`src/rtl/nibble_serial_adder.sv`:
```
// Nibble-serial WIDTH-bit adder/subtractor: one 4-bit ripple adder reused over WIDTH/4 cycles,
// with a registered inter-nibble carry and valid/ready handshakes on both sides.

module ripple_carry_adder_4_bit (
    input  logic [3:0] a,
    input  logic [3:0] b,
    input  logic       carry_in,
    output logic [3:0] out,
    output logic       carry_out
);
    logic [4:0] c;

    assign c[0] = carry_in;

    for (genvar i = 0; i < 4; i++) begin : g_fa
        assign out[i]   = a[i] ^ b[i] ^ c[i];
        assign c[i + 1] = (a[i] & b[i]) | (c[i] & (a[i] ^ b[i]));
    end

    assign carry_out = c[4];
endmodule

module nibble_serial_adder #(
    parameter int unsigned WIDTH = 16
) (
    input  logic             clk,
    input  logic             reset,
    input  logic             in_valid,
    output logic             in_ready,
    input  logic [WIDTH-1:0] a,
    input  logic [WIDTH-1:0] b,
    input  logic             sub,
    output logic             out_valid,
    input  logic             out_ready,
    output logic [WIDTH-1:0] sum,
    output logic             carry_out,
    output logic             overflow
);
    localparam int unsigned N  = WIDTH / 4;
    localparam int unsigned IW = (N > 1) ? $clog2(N) : 1;
    localparam logic [IW-1:0] LAST = IW'(N - 1);

    typedef enum logic [1:0] {
        S_IDLE = 2'd0,
        S_RUN  = 2'd1,
        S_DONE = 2'd2
    } state_e;

    state_e           state_q, state_d;
    logic [WIDTH-1:0] a_q, a_d;
    logic [WIDTH-1:0] b_q, b_d;
    logic [WIDTH-1:0] sum_q, sum_d;
    logic             c_q, c_d;
    logic             ovf_q, ovf_d;
    logic [IW-1:0]    idx_q, idx_d;

    logic [3:0]       nib_a, nib_b, nib_sum;
    logic             nib_co;

    ripple_carry_adder_4_bit u_rca (
        .a         (nib_a),
        .b         (nib_b),
        .carry_in  (c_q),
        .out       (nib_sum),
        .carry_out (nib_co)
    );

    always_ff @(posedge clk or posedge reset) begin
        if (reset) begin
            state_q <= S_IDLE;
        end else begin
            state_q <= state_d;
        end
    end

    always_comb begin
        state_d = state_q;
        case (state_q)
            S_IDLE:  if (in_valid)       state_d = S_RUN;
            S_RUN:   if (idx_q == LAST)  state_d = S_DONE;
            S_DONE:  if (out_ready)      state_d = S_IDLE;
            default:                     state_d = S_IDLE;
        endcase
    end

    // Handshake flags decode from state only, never from the partner's valid/ready.
    always_comb begin
        in_ready  = 1'b0;
        out_valid = 1'b0;
        case (state_q)
            S_IDLE:  in_ready  = 1'b1;
            S_DONE:  out_valid = 1'b1;
            default: ;
        endcase
    end

    // Nibble mux feeding the shared adder.
    always_comb begin
        nib_a = '0;
        nib_b = '0;
        for (int k = 0; k < int'(N); k++) begin
            if (idx_q == IW'(k)) begin
                nib_a = a_q[4*k +: 4];
                nib_b = b_q[4*k +: 4];
            end
        end
    end

    always_comb begin
        a_d   = a_q;
        b_d   = b_q;
        sum_d = sum_q;
        c_d   = c_q;
        ovf_d = ovf_q;
        idx_d = idx_q;
        case (state_q)
            S_IDLE: begin
                if (in_valid) begin
                    a_d   = a;
                    b_d   = sub ? ~b : b;
                    c_d   = sub;
                    idx_d = '0;
                end
            end
            S_RUN: begin
                for (int k = 0; k < int'(N); k++) begin
                    if (idx_q == IW'(k)) sum_d[4*k +: 4] = nib_sum;
                end
                c_d   = nib_co;
                idx_d = idx_q + IW'(1);
                if (idx_q == LAST) begin
                    ovf_d = (a_q[WIDTH-1] == b_q[WIDTH-1]) && (nib_sum[3] != a_q[WIDTH-1]);
                end
            end
            default: ;
        endcase
    end

    always_ff @(posedge clk or posedge reset) begin
        if (reset) begin
            a_q   <= '0;
            b_q   <= '0;
            sum_q <= '0;
            c_q   <= 1'b0;
            ovf_q <= 1'b0;
            idx_q <= '0;
        end else begin
            a_q   <= a_d;
            b_q   <= b_d;
            sum_q <= sum_d;
            c_q   <= c_d;
            ovf_q <= ovf_d;
            idx_q <= idx_d;
        end
    end

    assign sum       = sum_q;
    assign carry_out = c_q;
    assign overflow  = ovf_q;
endmodule

```
`config.mk`:
```
export PLATFORM = sky130hd
export DESIGN_NAME = nibble_serial_adder
export DESIGN_NICKNAME = d
export VERILOG_FILES = /design/src/rtl/nibble_serial_adder.sv
export SDC_FILE = /design/constraint.sdc
export NUM_CORES = 1
export LEC_CHECK = 0
export CAP_MARGIN = 10
export CORE_ASPECT_RATIO = 0.8
export CORE_UTILIZATION = 54
export DETAILED_ROUTE_END_ITERATION = 12
export PLACE_DENSITY = 0.9
export SLEW_MARGIN = 25
export SYNTH_ARGS = -nofsm -noshare
export SYNTH_HDL_FRONTEND = slang
export SYNTH_HIERARCHICAL = 1
export SYNTH_SLANG_ARGS = --single-unit
```
`constraint.sdc`:
```
create_clock -name clk -period 10 [get_ports clk]
set_input_delay 2 -clock clk [delete_from_list [all_inputs] [get_ports clk]]
set_output_delay 2 -clock clk [all_outputs]
set_load 0.05 [all_outputs]
```
### Word-level counts from Yosys, hierarchy flattened

Cells that the tools add are included.

* add/subtract/negate cells: 1
* equal/unequal tests: 10
* muxes and demuxes: 19
* bitwise logic cells: 21
* reduce and logical (&&, ||, !) cells: 11

Operators by type and width (number)
* $mux 4: 8
* $mux 16: 1
* $not 16->16: 1
* $reduce_and 2->1: 6
* $and 1x1->1: 8
* $mux 2: 4
* $xor 1x1->1: 8
* $eq 2x2->1 const B: 3
* $ne 2x2->1 const B: 3
* $pmux 2 s3: 1
* $eq 2x1->1 const B: 2
* $logic_not 2->1: 2
* $or 1x1->1: 4
* $pmux 2 s2: 1
* $mux 1: 3
* $reduce_and 3->1: 1
* $add 2x1->2 const B: 1
* $pmux 1 s2: 1
* $reduce_bool 2->1: 1
* $eq 1x1->1: 1
* $logic_and 1x1->1: 1
* $ne 1x1->1: 1

* flip-flop bits (word level): 54
* input bits: 37
* output and inout port bits: 20
* logic and storage cells: 72

### Longest topological paths before layout

Gate-level depths: netlist (run 1).

* depth in word-level cells: 15
* depth in mapped cells: 18

### By module

The synthesis (run 1) kept the hierarchy.

By module, submodules not included
* nibble_serial_adder: times used 1, cells an instance 211, area each 2534.9 µm², sequential area each 1351.3 µm²
* ripple_carry_adder_4_bit: times used 1, cells an instance 14, area each 117.6 µm², sequential area each 0.0 µm²

### Worst setup path after synthesis (run 1)

Ideal clock, no wire load.

* path kind: reg-to-reg
* start: register idx_q[1]
* end: register ovf_q (netlist: overflow)
* library setup time: 0.084 ns
* arrival: 3.296 ns
* required time: 9.916 ns
* setup slack: 6.620 ns
* stages on the path, launching flop included: 19
* period minus slack after synthesis: 3.380 ns
* cells stage by stage: dfrtp_1 -> inv_1 -> ha_1 -> buf_2 -> nor2b_1 -> clkbuf_1 -> a221oi_1 -> o31ai_1 -> fa_1 -> inv_1 -> fa_1 -> inv_1 -> fa_1 -> inv_1 -> fa_1 -> inv_1 -> nor3b_1 -> a21oi_1 -> o21ai_0

* cells in the longest elaborated chain, start to end: 15

Ends and longest elaborated chain
* start, declared: RTL line 55 `logic [IW-1:0] idx_q, idx_d;`
* start signal, assigned: RTL line 153 `idx_q <= idx_d;`
* $logic_not 2->1: RTL line 102 `if (idx_q == IW'(k)) begin`
* $mux 4 (3 in series): RTL line 102
* $mux 4 (*): RTL line 102
* net nib_a[0]: RTL line 57 `logic [3:0] nib_a, nib_b, nib_sum;`
* $xor 1x1->1: RTL line 17 `assign c[i + 1] = (a[i] & b[i]) | (c[i] & (a[i] ^ b[i]));`
* $and 1x1->1: RTL line 17
* $or 1x1->1 (*): RTL line 17
* $and 1x1->1 (*): RTL line 17
* $or 1x1->1 (*): RTL line 17
* $and 1x1->1 (*): RTL line 17
* $or 1x1->1 (*): RTL line 17
* $xor 1x1->1 (*): RTL line 16 `assign out[i] = a[i] ^ b[i] ^ c[i];`
* net nib_sum[3]: RTL line 57
* $ne 1x1->1 (*): RTL line 132 `ovf_d = (a_q[WIDTH-1] == b_q[WIDTH-1]) && (nib_sum[3] != a_q[WIDTH-1]);`
* $logic_and 1x1->1 (*): RTL line 132
* end signal, assigned: RTL line 152 `ovf_q <= ovf_d;`
* end, declared: RTL line 54 `logic ovf_q, ovf_d;`

The timed path passes the listed nets; every way through them passes the cells marked *.
A chain may end at the register's enable or synchronous reset.

### Worst setup path in the final report (run 1)

* start: register idx_q[1]
* end: register ovf_q (netlist: overflow)

* cells in the longest elaborated chain, start to end: 15

Ends and longest elaborated chain (RTL line)
* $logic_not 2->1: 102
* $mux 4 (3 in series): 102
* $mux 4 (*): 102
* net nib_b[0]: 57
* $xor 1x1->1: 17
* $and 1x1->1: 17
* $or 1x1->1 (*): 17
* $and 1x1->1 (*): 17
* $or 1x1->1 (*): 17
* $and 1x1->1 (*): 17
* $or 1x1->1 (*): 17
* $xor 1x1->1 (*): 16
* net nib_sum[3]: 57
* $ne 1x1->1 (*): 132
* $logic_and 1x1->1 (*): 132

Marks and branches as above.

==> metrics.txt, run 1 <==
status=finished, final reports clean; Slowest Stage Delay on Critical Path=0.64 ns; FP Rows=22; vias in the first global route=1769; num ports=57; area growth from synthesis to layout=25.14%; dpl ws=5.918 ns; Routed Antenna Nets=0; Final period util=41.11%; Worst R2R Setup Slack=5.89 ns; Worst slew margin=a little over two fifths; root buffer cell=clkbuf_8; Max Fclk=243.3 MHz; Core Area=around 4700 µm²; max_cap viols=0; Final Setup Violations=0; RR Endpoint=overflow; Mapped Area=2653 µm²; hold endpoint=b_q[1]; Antenna Cells=0; HPWL Detailed=roughly 3.7 mm; final number of hold-violating endpoints=0; Util after Layout=a little under three quarters; Slew Limit Fails=0; DRT Pass-1 Iters=4; Buffers on Ports=56; final worst slack=5.889 ns; Crit. End Element=flip-flop; gr usage total=~22%; post-route insts no fill=336; CTS tree=done; Worst VDD drop=0.2496 mV; Synth warnings=6; RSZ-0062 raised after global routing=no; area occupied by multi-input gates=1186 µm²; Max clock buf depth=2; crit path max fanout=10; placed cells=328; Syn Area/Cell=11.79 µm²; die width=about 80 µm; flops & latches, synth=54; WHS Path Cells=2; initial antenna violation count=0; largest net degree at the start of global routing=55; starting density of the core=57.02%; most frequent cells in the layout=clkdlybuf4s50_1 (56), dfrtp_1 (54), nand2_1 (30); Syn Nets=270; average wire per standard cell=between 15 and 20 µm; worst hold path type=flip-flop to flip-flop; pwr/cell area=383.5 nW/µm²; data required time of the worst path=10.23 ns; hold buffer count at cts=0; Vias per Instance=5.292; Period minus WS final=4.111 ns; Yosys cell types=25; CP arrival=approximately 4.3 ns; GRT Residual Overflow=0; worst skew pair latency=slightly above 0.3 ns; CP cell instances=inv_1, ha_1, nor2b_1, a221oi_1, o31ai_1, fa_1, inv_1, fa_1, inv_1, fa_1, inv_1, fa_1, inv_1, nor3b_1, a21oi_1, o21ai_0; Routed WL=5.104 mm; DIE AREA=5198 µm²; critical path launch point type=flip-flop; CTS sink count=54; register area=roughly 1400 µm²; global-route wire length before repair=roughly 8.5 mm; detailed-route via count=approximately 1800; layout cells sized above 1=15.22%; skew final=0.003539 ns; Worst-path clk slew=approximately 0.090 ns; Filler cells=333; critical path's slowest cell=nor2b_1; sequential area share after synthesis=50.94%; CTS Buf Count=5; Critical Path Start=idx_q[1]; hold_sp=b_q[1]; H-tree depth reported by CTS=2; R2R cell count=16; Leak=0.001459 µW; critical path type=flip-flop to flip-flop; RD Place Congestion=roughly 0.74; worst slew pin tran=0.8654 ns; DR DRC count=0; r2r startpoint=idx_q[1]; drt initial violations=81; cts repair resizes=0; Final TNS setup=0 ns; crit-path most repeated cell=inv_1; Mapped Cells=225; Die Span Y=64.69 µm; Post-CTS Setup Bufs=0; Layout Nets=320; commonest non-fill, non-tap cell in the layout=clkdlybuf4s50_1
area by class of cell:
type / instances / share of cell area, %
clock buffer: 6 / 2.488
multi-input combinational: 145 / 35.73
inverter: 13 / 1.545
timing repair buffer: 56 / 16.89
sequential: 54 / 40.71
clock inverter: 2 / 0.3769
tap: 60 / 2.262
registers in the layout, summed over array words and instances (netlist names):
signal	flops
b_q	16
sum	16
carry_out	1
idx_q	2
a_q	16
state_q	2
overflow	1
routing by layer:
metal | up-vias | GRT usage [%] | part of all wire, %
li1 | 857 | - | -
met5 | - | 0 | 0
met1 | 857 | 31.45 | 49
met2 | 55 | 34.85 | 45
met3 | 9 | 4.225 | 4.6
met4 | 0 | 5.357 | 1.2
synthesized netlist by cell type:
library cell | instances | area (µm²)
and2_1 | 1 | 6.260
nand3_1 | 1 | 5.000
clkbuf_1 | 7 | 26.28
xnor2_1 | 16 | 140.1
o31ai_1 | 9 | 67.56
nor2b_1 | 12 | 75.07
buf_6 | 2 | 22.52
mux2_4 | 16 | 240.2
a21oi_1 | 1 | 5.000
a221oi_1 | 8 | 70.07
ha_1 | 4 | 50.05
and3_1 | 1 | 6.260
mux2_2 | 16 | 180.2
inv_1 | 13 | 48.80
nand2b_1 | 2 | 12.51
nor2_1 | 1 | 3.750
o21ai_0 | 19 | 95.09
a221o_1 | 1 | 10.01
nand2_1 | 30 | 112.6
or3b_1 | 1 | 8.760
nand3b_1 | 1 | 7.510
dfrtp_1 | 54 | 1351
fa_1 | 4 | 80.08
nor3b_1 | 1 | 7.510
buf_2 | 4 | 20.02
power by group:
group	internal, µW	switching, µW	total, µW
registers	330	70.2	401
logic	316	430	746
clock network	55.8	70.4	126
total	702	571	1270
through the flow:
stage | cell area, µm² | hold WS [ns] | total power, µW
2_1_floorplan | 2653 | 0.4501 | 930.6
3_3_place_gp | 3219 | 0.4635 | 1108
3_5_place_dp | 3222 | 0.4743 | 1148
4_1_cts | 3317 | 0.4961 | 1282
5_1_grt | 3319 | 0.5218 | 1362
6_report | 3319 | 0.4906 | 1273
how the worst max path moves through the flow:
stage,to,slack (ns)
after detailed placement,carry_out,5.92
after global placement,carry_out,5.93
final,overflow,5.89
after CTS,overflow,5.91
after floorplan,overflow,6.62
after global routing,overflow,5.58
critical path, delay by kind of cell (launching register included):
| kind | cells | cell delay, ns |
|---|---|---|
| simple gates | 2 | 0.86 |
| buf+inv | 5 | 0.44 |
| fa+ha+maj | 5 | 1.52 |
| flops | 1 | 0.39 |
| compound gates | 4 | 0.82 |
logic make-up (layout without fill, tap and decap cells):
group	after synthesis	in the layout	share of synthesized area, %
AND/OR/NAND/NOR	51	51	9.245
XOR/XNOR	16	16	5.283
AO/OA/AOI/OAI	38	38	9.339
buffers and inverters	26	77	4.434
flip-flops	54	54	50.94
multiplexers	32	32	15.85
adder cells (fa/ha/maj)	8	8	4.906
Power figures use the tool's default switching activity.
==> run 2, diff against run 1 <==
Settings changed: CORE_UTILIZATION 54 to 46, PLACE_DENSITY 0.9 to 0.82.
Clock period 10 ns to 3.5 ns, I/O delays scaled along.
==> run 2 against run 1 <==
Against the previous run: non-clock buffer count increased by 10; combinational power increased to 3.2 times the previous value; fmax increased by 23%; core utilization decreased by 8.1 points; sequential power increased to 2.9 times the previous value; clock-buffer cell count decreased by 1; total power increased to 3.1 times the previous value; via count increased by 1.4%; die area increased by 17%; clock skew increased by 0.0035 ns; first-iteration DRC count increased by 7.4%; highest routed layer unchanged.
==> metrics.txt, run 2 (synthesis results as in run 1) <==
worst slew pin tran=0.8807 ns; GRT Residual Overflow=0; layout cells sized above 1=21.33%; Final period util=a little over nine tenths; met3 Use GR=5.319%; CP arrival=3.54 ns; Filler cells=421; detailed-route via count=1803; num ports=57; Buffers on Ports=56; HPWL Detailed=approximately 3.8 mm; Core Area=around 5500 µm²; CTS sink count=54; average wire per standard cell=14.20 µm; GR peak layer=met2; Worst VDD drop=0.4199 mV; root buffer cell=clkbuf_8; critical path type=flip-flop to flip-flop; final instance area=between 3000 and 4000 µm²; CP cell instances=buf_4, ha_4, nor2b_2, buf_4, a221oi_1, o31ai_1, inv_1, fa_1, inv_1, fa_1, inv_1, fa_1, inv_2, buf_4, mux2_2; dpl ws=0.02095 ns; vias in the first global route=1758; Slowest Stage Delay on Critical Path=0.48 ns; initial antenna violation count=0; critical path's slowest cell=fa_1; Vias per Instance=slightly below 5; GRT met1 Usage=a little over a quarter; DRT Pass-1 Iters=4; Crit. path cell count=15; most frequent cells in the layout=clkdlybuf4s50_1 (56), dfrtp_1 (53), nand2_1 (30); worst skew pair latency=0.31 ns; Antenna Cells=0; CTS tree=done; met2 usage=27.12%; Slew Limit Fails=0; register area=1353 µm²; final worst slack=0.1609 ns; Crit. End Element=flip-flop; hold slack final=around 0.5 ns; DR DRC count=0; Layout Nets=330; status=finished, final reports clean; Post-DP Area=3289 µm²; skew final=0.007043 ns; Routed Antenna Nets=0; area occupied by multi-input gates=1232 µm²; gr usage total=a little under a fifth; Worst slew margin=41.10%; final number of hold-violating endpoints=0; pwr/cell area=1130 nW/µm²; area growth from synthesis to layout=31.13%; max_cap viols=0; hold buffer count at cts=0; CTS Buf Count=5; WHS Path Cells=2; worst hold path type=flip-flop to flip-flop; R2R cell count=15; Final Setup Violations=0; die width=86.90 µm; critical path launch point type=flip-flop; WP buf/inv=7; Max clock buf depth=2; global-route wire length before repair=8.480 mm; starting density of the core=slightly below 50%; crit path max fanout=8; largest net degree at the start of global routing=55; data required time of the worst path=between 3 and 4 ns; FP Rows=24; DIE AREA=6076 µm²; Die Span Y=69.92 µm; drt initial violations=87; Leak=approximately 0.0015 µW; H-tree depth reported by CTS=2; Routed WL=5.168 mm; crit-path leading delay family=adder cells; RD Place Congestion=0.8349; Period minus WS final=between 3 and 4 ns; Max Fclk=approximately 300 MHz; commonest non-fill, non-tap cell in the layout=clkdlybuf4s50_1; Worst-path clk slew=roughly 0.10 ns
[run 2: cell count changes in the layout (fill, tap and decap cells not counted), moves of 2 or more]
cell,previous run,this run
o31ai_2,0,2
o31ai_1,9,7
a221oi_2,0,2
a221oi_1,8,6
buf_4,0,10
[run 2: worst paths after layout]
path	slack, ns	endpoint	from
worst min-delay path	0.49	b_q[11]	b_q[11]
worst max register to register	0.16	sum[15]	idx_q[0]
max in group asynchronous	2.19	idx_q[0]	reset
worst min register to register	0.49	b_q[11]	b_q[11]
min in group asynchronous	0.83	a_q[9]	reset
worst max-delay path	0.16	sum[15]	idx_q[0]
[run 2: layout make-up]
type                            count  area share, %
Clock buffer                        5          1.978
Clock inverter                      3          1.151
Inverter                           13          1.475
Multi-Input combinational cell    145          35.43
Sequential cell                    54          38.88
Tap cell                           78          2.806
Timing Repair Buffer               66          18.27
[run 2: where the power goes]
group	total (µW)	internal, µW	switching [µW]
combinational	2360	1100	1260
sequential	1160	945	216
clock	411	211	200
[run 2: repair_timing]
action	in CTS	in global routing
endpoints found under the setup margin	0	5
resized for setup	0	11
buffers inserted	0	4
[run 2: worst register-to-register path, delay by kind of cell (launching register included)]
| kind | cells | cell delay [ns] |
|---|---|---|
| fa+ha+maj | 4 | 1.24 |
| compound gates | 2 | 0.37 |
| buf+inv | 7 | 0.72 |
| flops | 1 | 0.43 |
| mux | 1 | 0.25 |
| simple gates | 1 | 0.22 |
[run 2: metal layers]
| metal | routed length, µm | up-vias |
|---|---|---|
| met5 | 0 | - |
| met4 | 58 | 0 |
| met3 | 242 | 6 |
| met2 | 2264 | 44 |
| met1 | 2602 | 872 |
| li1 | - | 881 |
[run 2: stage by stage]
| step | instances | utilization (%) | setup TNS [ns] | total power, µW |
|---|---|---|---|---|
| after floorplan | 225 | - | 0 | 2659 |
| after global placement | 352 | 59.81 | 0 | 3220 |
| after detailed placement | 352 | 59.86 | 0 | 3298 |
| after CTS | 360 | 61.84 | 0 | 3711 |
| after global routing | 364 | 63.30 | -0.01078 | 4184 |
| final | 364 | 63.30 | 0 | 3932 |
==> run 3, diff against run 2 <==
Settings changed: CAP_MARGIN 10 to 25, CORE_UTILIZATION 46 to 54, PLACE_DENSITY 0.82 to 0.9.
Clock period 3.5 ns to 3.94 ns, I/O delays scaled along.
==> run 3 against run 2 <==
Against the previous run: first-iteration DRC count decreased by 16%; global-route usage increased by 4.8 points; non-clock buffer count down 9; core utilization increased by 7.9 points; worst hold slack gained 0.0018 ns; clock power down 29%; flip-flop and latch count did not move; critical path depth grew 1; clock-buffer cell count unchanged; sequential power decreased by 10%; clock skew about the same; largest power group unchanged.
==> metrics.txt, run 3 (synthesis results as in run 1) <==
starting density of the core=57.02%; Post-CTS Setup Bufs=0; CTS Buf Count=5; max_cap viols=0; layout cells sized above 1=15.58%; Worst VDD drop=between 0.6 and 0.7 mV; critical path type=flip-flop to flip-flop; skew final=0.007320 ns; H-tree depth reported by CTS=2; GRT Residual Overflow=0; Routed WL=a little over 5 mm; die width=80.36 µm; Slew Limit Fails=0; Buffers on Ports=56; sw power=1416 µW; vias in the first global route=1827; Antenna Cells=0; CP arrival=3.73 ns; drt initial violations=73; largest net degree at the start of global routing=55; critical path's slowest cell=fa_1; final instance area=between 3000 and 4000 µm²; pwr/cell area=959.3 nW/µm²; Slowest Stage Delay on Critical Path=approximately 0.44 ns; internal power=1762 µW; Final Setup Violations=0; R2R cell count=16; RSZ-0062 raised after global routing=no; critical path launch point type=flip-flop; initial antenna violation count=0; Core Area=about 4700 µm²; Routed Antenna Nets=0; Sw Ratio=44.56%; crit path max fanout=10; num ports=57; Period minus WS final=3.501 ns; Worst-path clk slew=0.09 ns; DR DRC count=0; CTS sink count=54; share of total power in the clock network=9.1%; commonest non-fill, non-tap cell in the layout=clkdlybuf4s50_1; CP cell instances=inv_1, ha_2, nor2b_1, a221oi_1, o31ai_1, fa_1, inv_1, fa_1, inv_1, fa_1, inv_1, fa_1, inv_1, nor3b_1, a21oi_1, o21ai_0; Layout Nets=between 300 and 400; data required time of the worst path=4.17 ns; detailed-route via count=1796; most frequent cells in the layout=clkdlybuf4s50_1 (56), dfrtp_1 (54), nand2_1 (30); Max clock buf depth=2; Crit. End Element=flip-flop; RD Place Congestion=roughly 0.8; Max Fclk=between 200 and 300 MHz; Final period util=88.86%; status=finished, final reports clean; global-route wire length before repair=a little under 9 mm; CTS tree=done; worst slew pin tran=about 0.85 ns; Post-DP Area=3232 µm²; Worst R2R Setup Slack=0.44 ns; Leak=between 0.001 and 0.0015 µW; FP Rows=22; worst skew pair latency=0.31 ns; crit-path most repeated cell=inv_1; Final TNS setup=0 ns; worst hold path type=flip-flop to flip-flop; Vias per Instance=approximately 5.3; final number of hold-violating endpoints=0; average wire per standard cell=15.32 µm; root buffer cell=clkbuf_8; Sequential Power Share=32.7%; total power=3178 µW; DRT Pass-1 Iters=4; WHS Path Cells=2; hold buffer count at cts=0; Util after Layout=71.22%; hold slack final=approximately 0.49 ns; HPWL Detailed=between 3 and 4 mm; Die Span Y=64.69 µm; Worst slew margin=42.89%; Comb pwr share=58.1%; area growth from synthesis to layout=24.91%; DIE AREA=between 5000 and 6000 µm²; gr usage total=23.25%
## run 3: changes by cell type in the layout (fill, tap and decap cells not counted), sizes merged
cell	previous run	this run
bufinv	1	0
buf	10	1
## run 3: critical path: cells and delay by family, from the launching register on
family / cells / cell delay [ns]
and+or+nand+nor: 2 / 0.31
AOI/OAI and AO/OA: 4 / 0.63
buffers and inverters: 5 / 0.45
adders and majority gates: 5 / 1.64
DFF: 1 / 0.41
## run 3: timing repair
item,4_1_cts,5_1_grt
resized for setup,0,1
endpoints found under the hold margin,0,0
endpoints found under the setup margin,0,1
## run 3: power groups by stage
stage                     registers [µW]  clock network [µW]  logic (µW)
after global routing                1070                 319        2050
after detailed placement            1050                   0        1850
after floorplan                     1290                   0        1070
after CTS                           1040                 295        1860
after global placement              1030                   0        1790
final                               1040                 290        1850
## run 3: layout make-up
class / instances / area (µm²)
Sequential cell: 54 / 1351
Fill cell: 347 / 1339
Multi-Input combinational cell: 145 / 1189
Timing Repair Buffer: 57 / 568.0
Tap cell: 60 / 75.07
Clock buffer: 5 / 68.82
Inverter: 13 / 51.30
Clock inverter: 2 / 10.01
## run 3: per-layer routing
| metal | track usage, % | share of wire (%) | routed length [µm] |
|---|---|---|---|
| met1 | 31.09 | 48 | 2448 |
| met2 | 36.86 | 46 | 2367 |
| met3 | 6.479 | 5.0 | 258 |
| met4 | 7.143 | 1.4 | 74 |
| met5 | 0 | 0 | 0 |
## run 3: final timing paths
path / start / to
min reg2reg: b_q[10] / b_q[10]
min in group asynchronous: reset / a_q[8]
min: b_q[10] / b_q[10]
max reg2reg: idx_q[1] / overflow
max: idx_q[1] / overflow
max in group asynchronous: reset / b_q[14]
## run 3: stage by stage
| step | worst slack, ns | instances |
|---|---|---|
| floorplan | 0.5602 | 225 |
| global placement | 0.4938 | 329 |
| detailed placement | 0.3681 | 329 |
| CTS | 0.3441 | 336 |
| global route | 0.09650 | 336 |
| finish | 0.4388 | 336 |
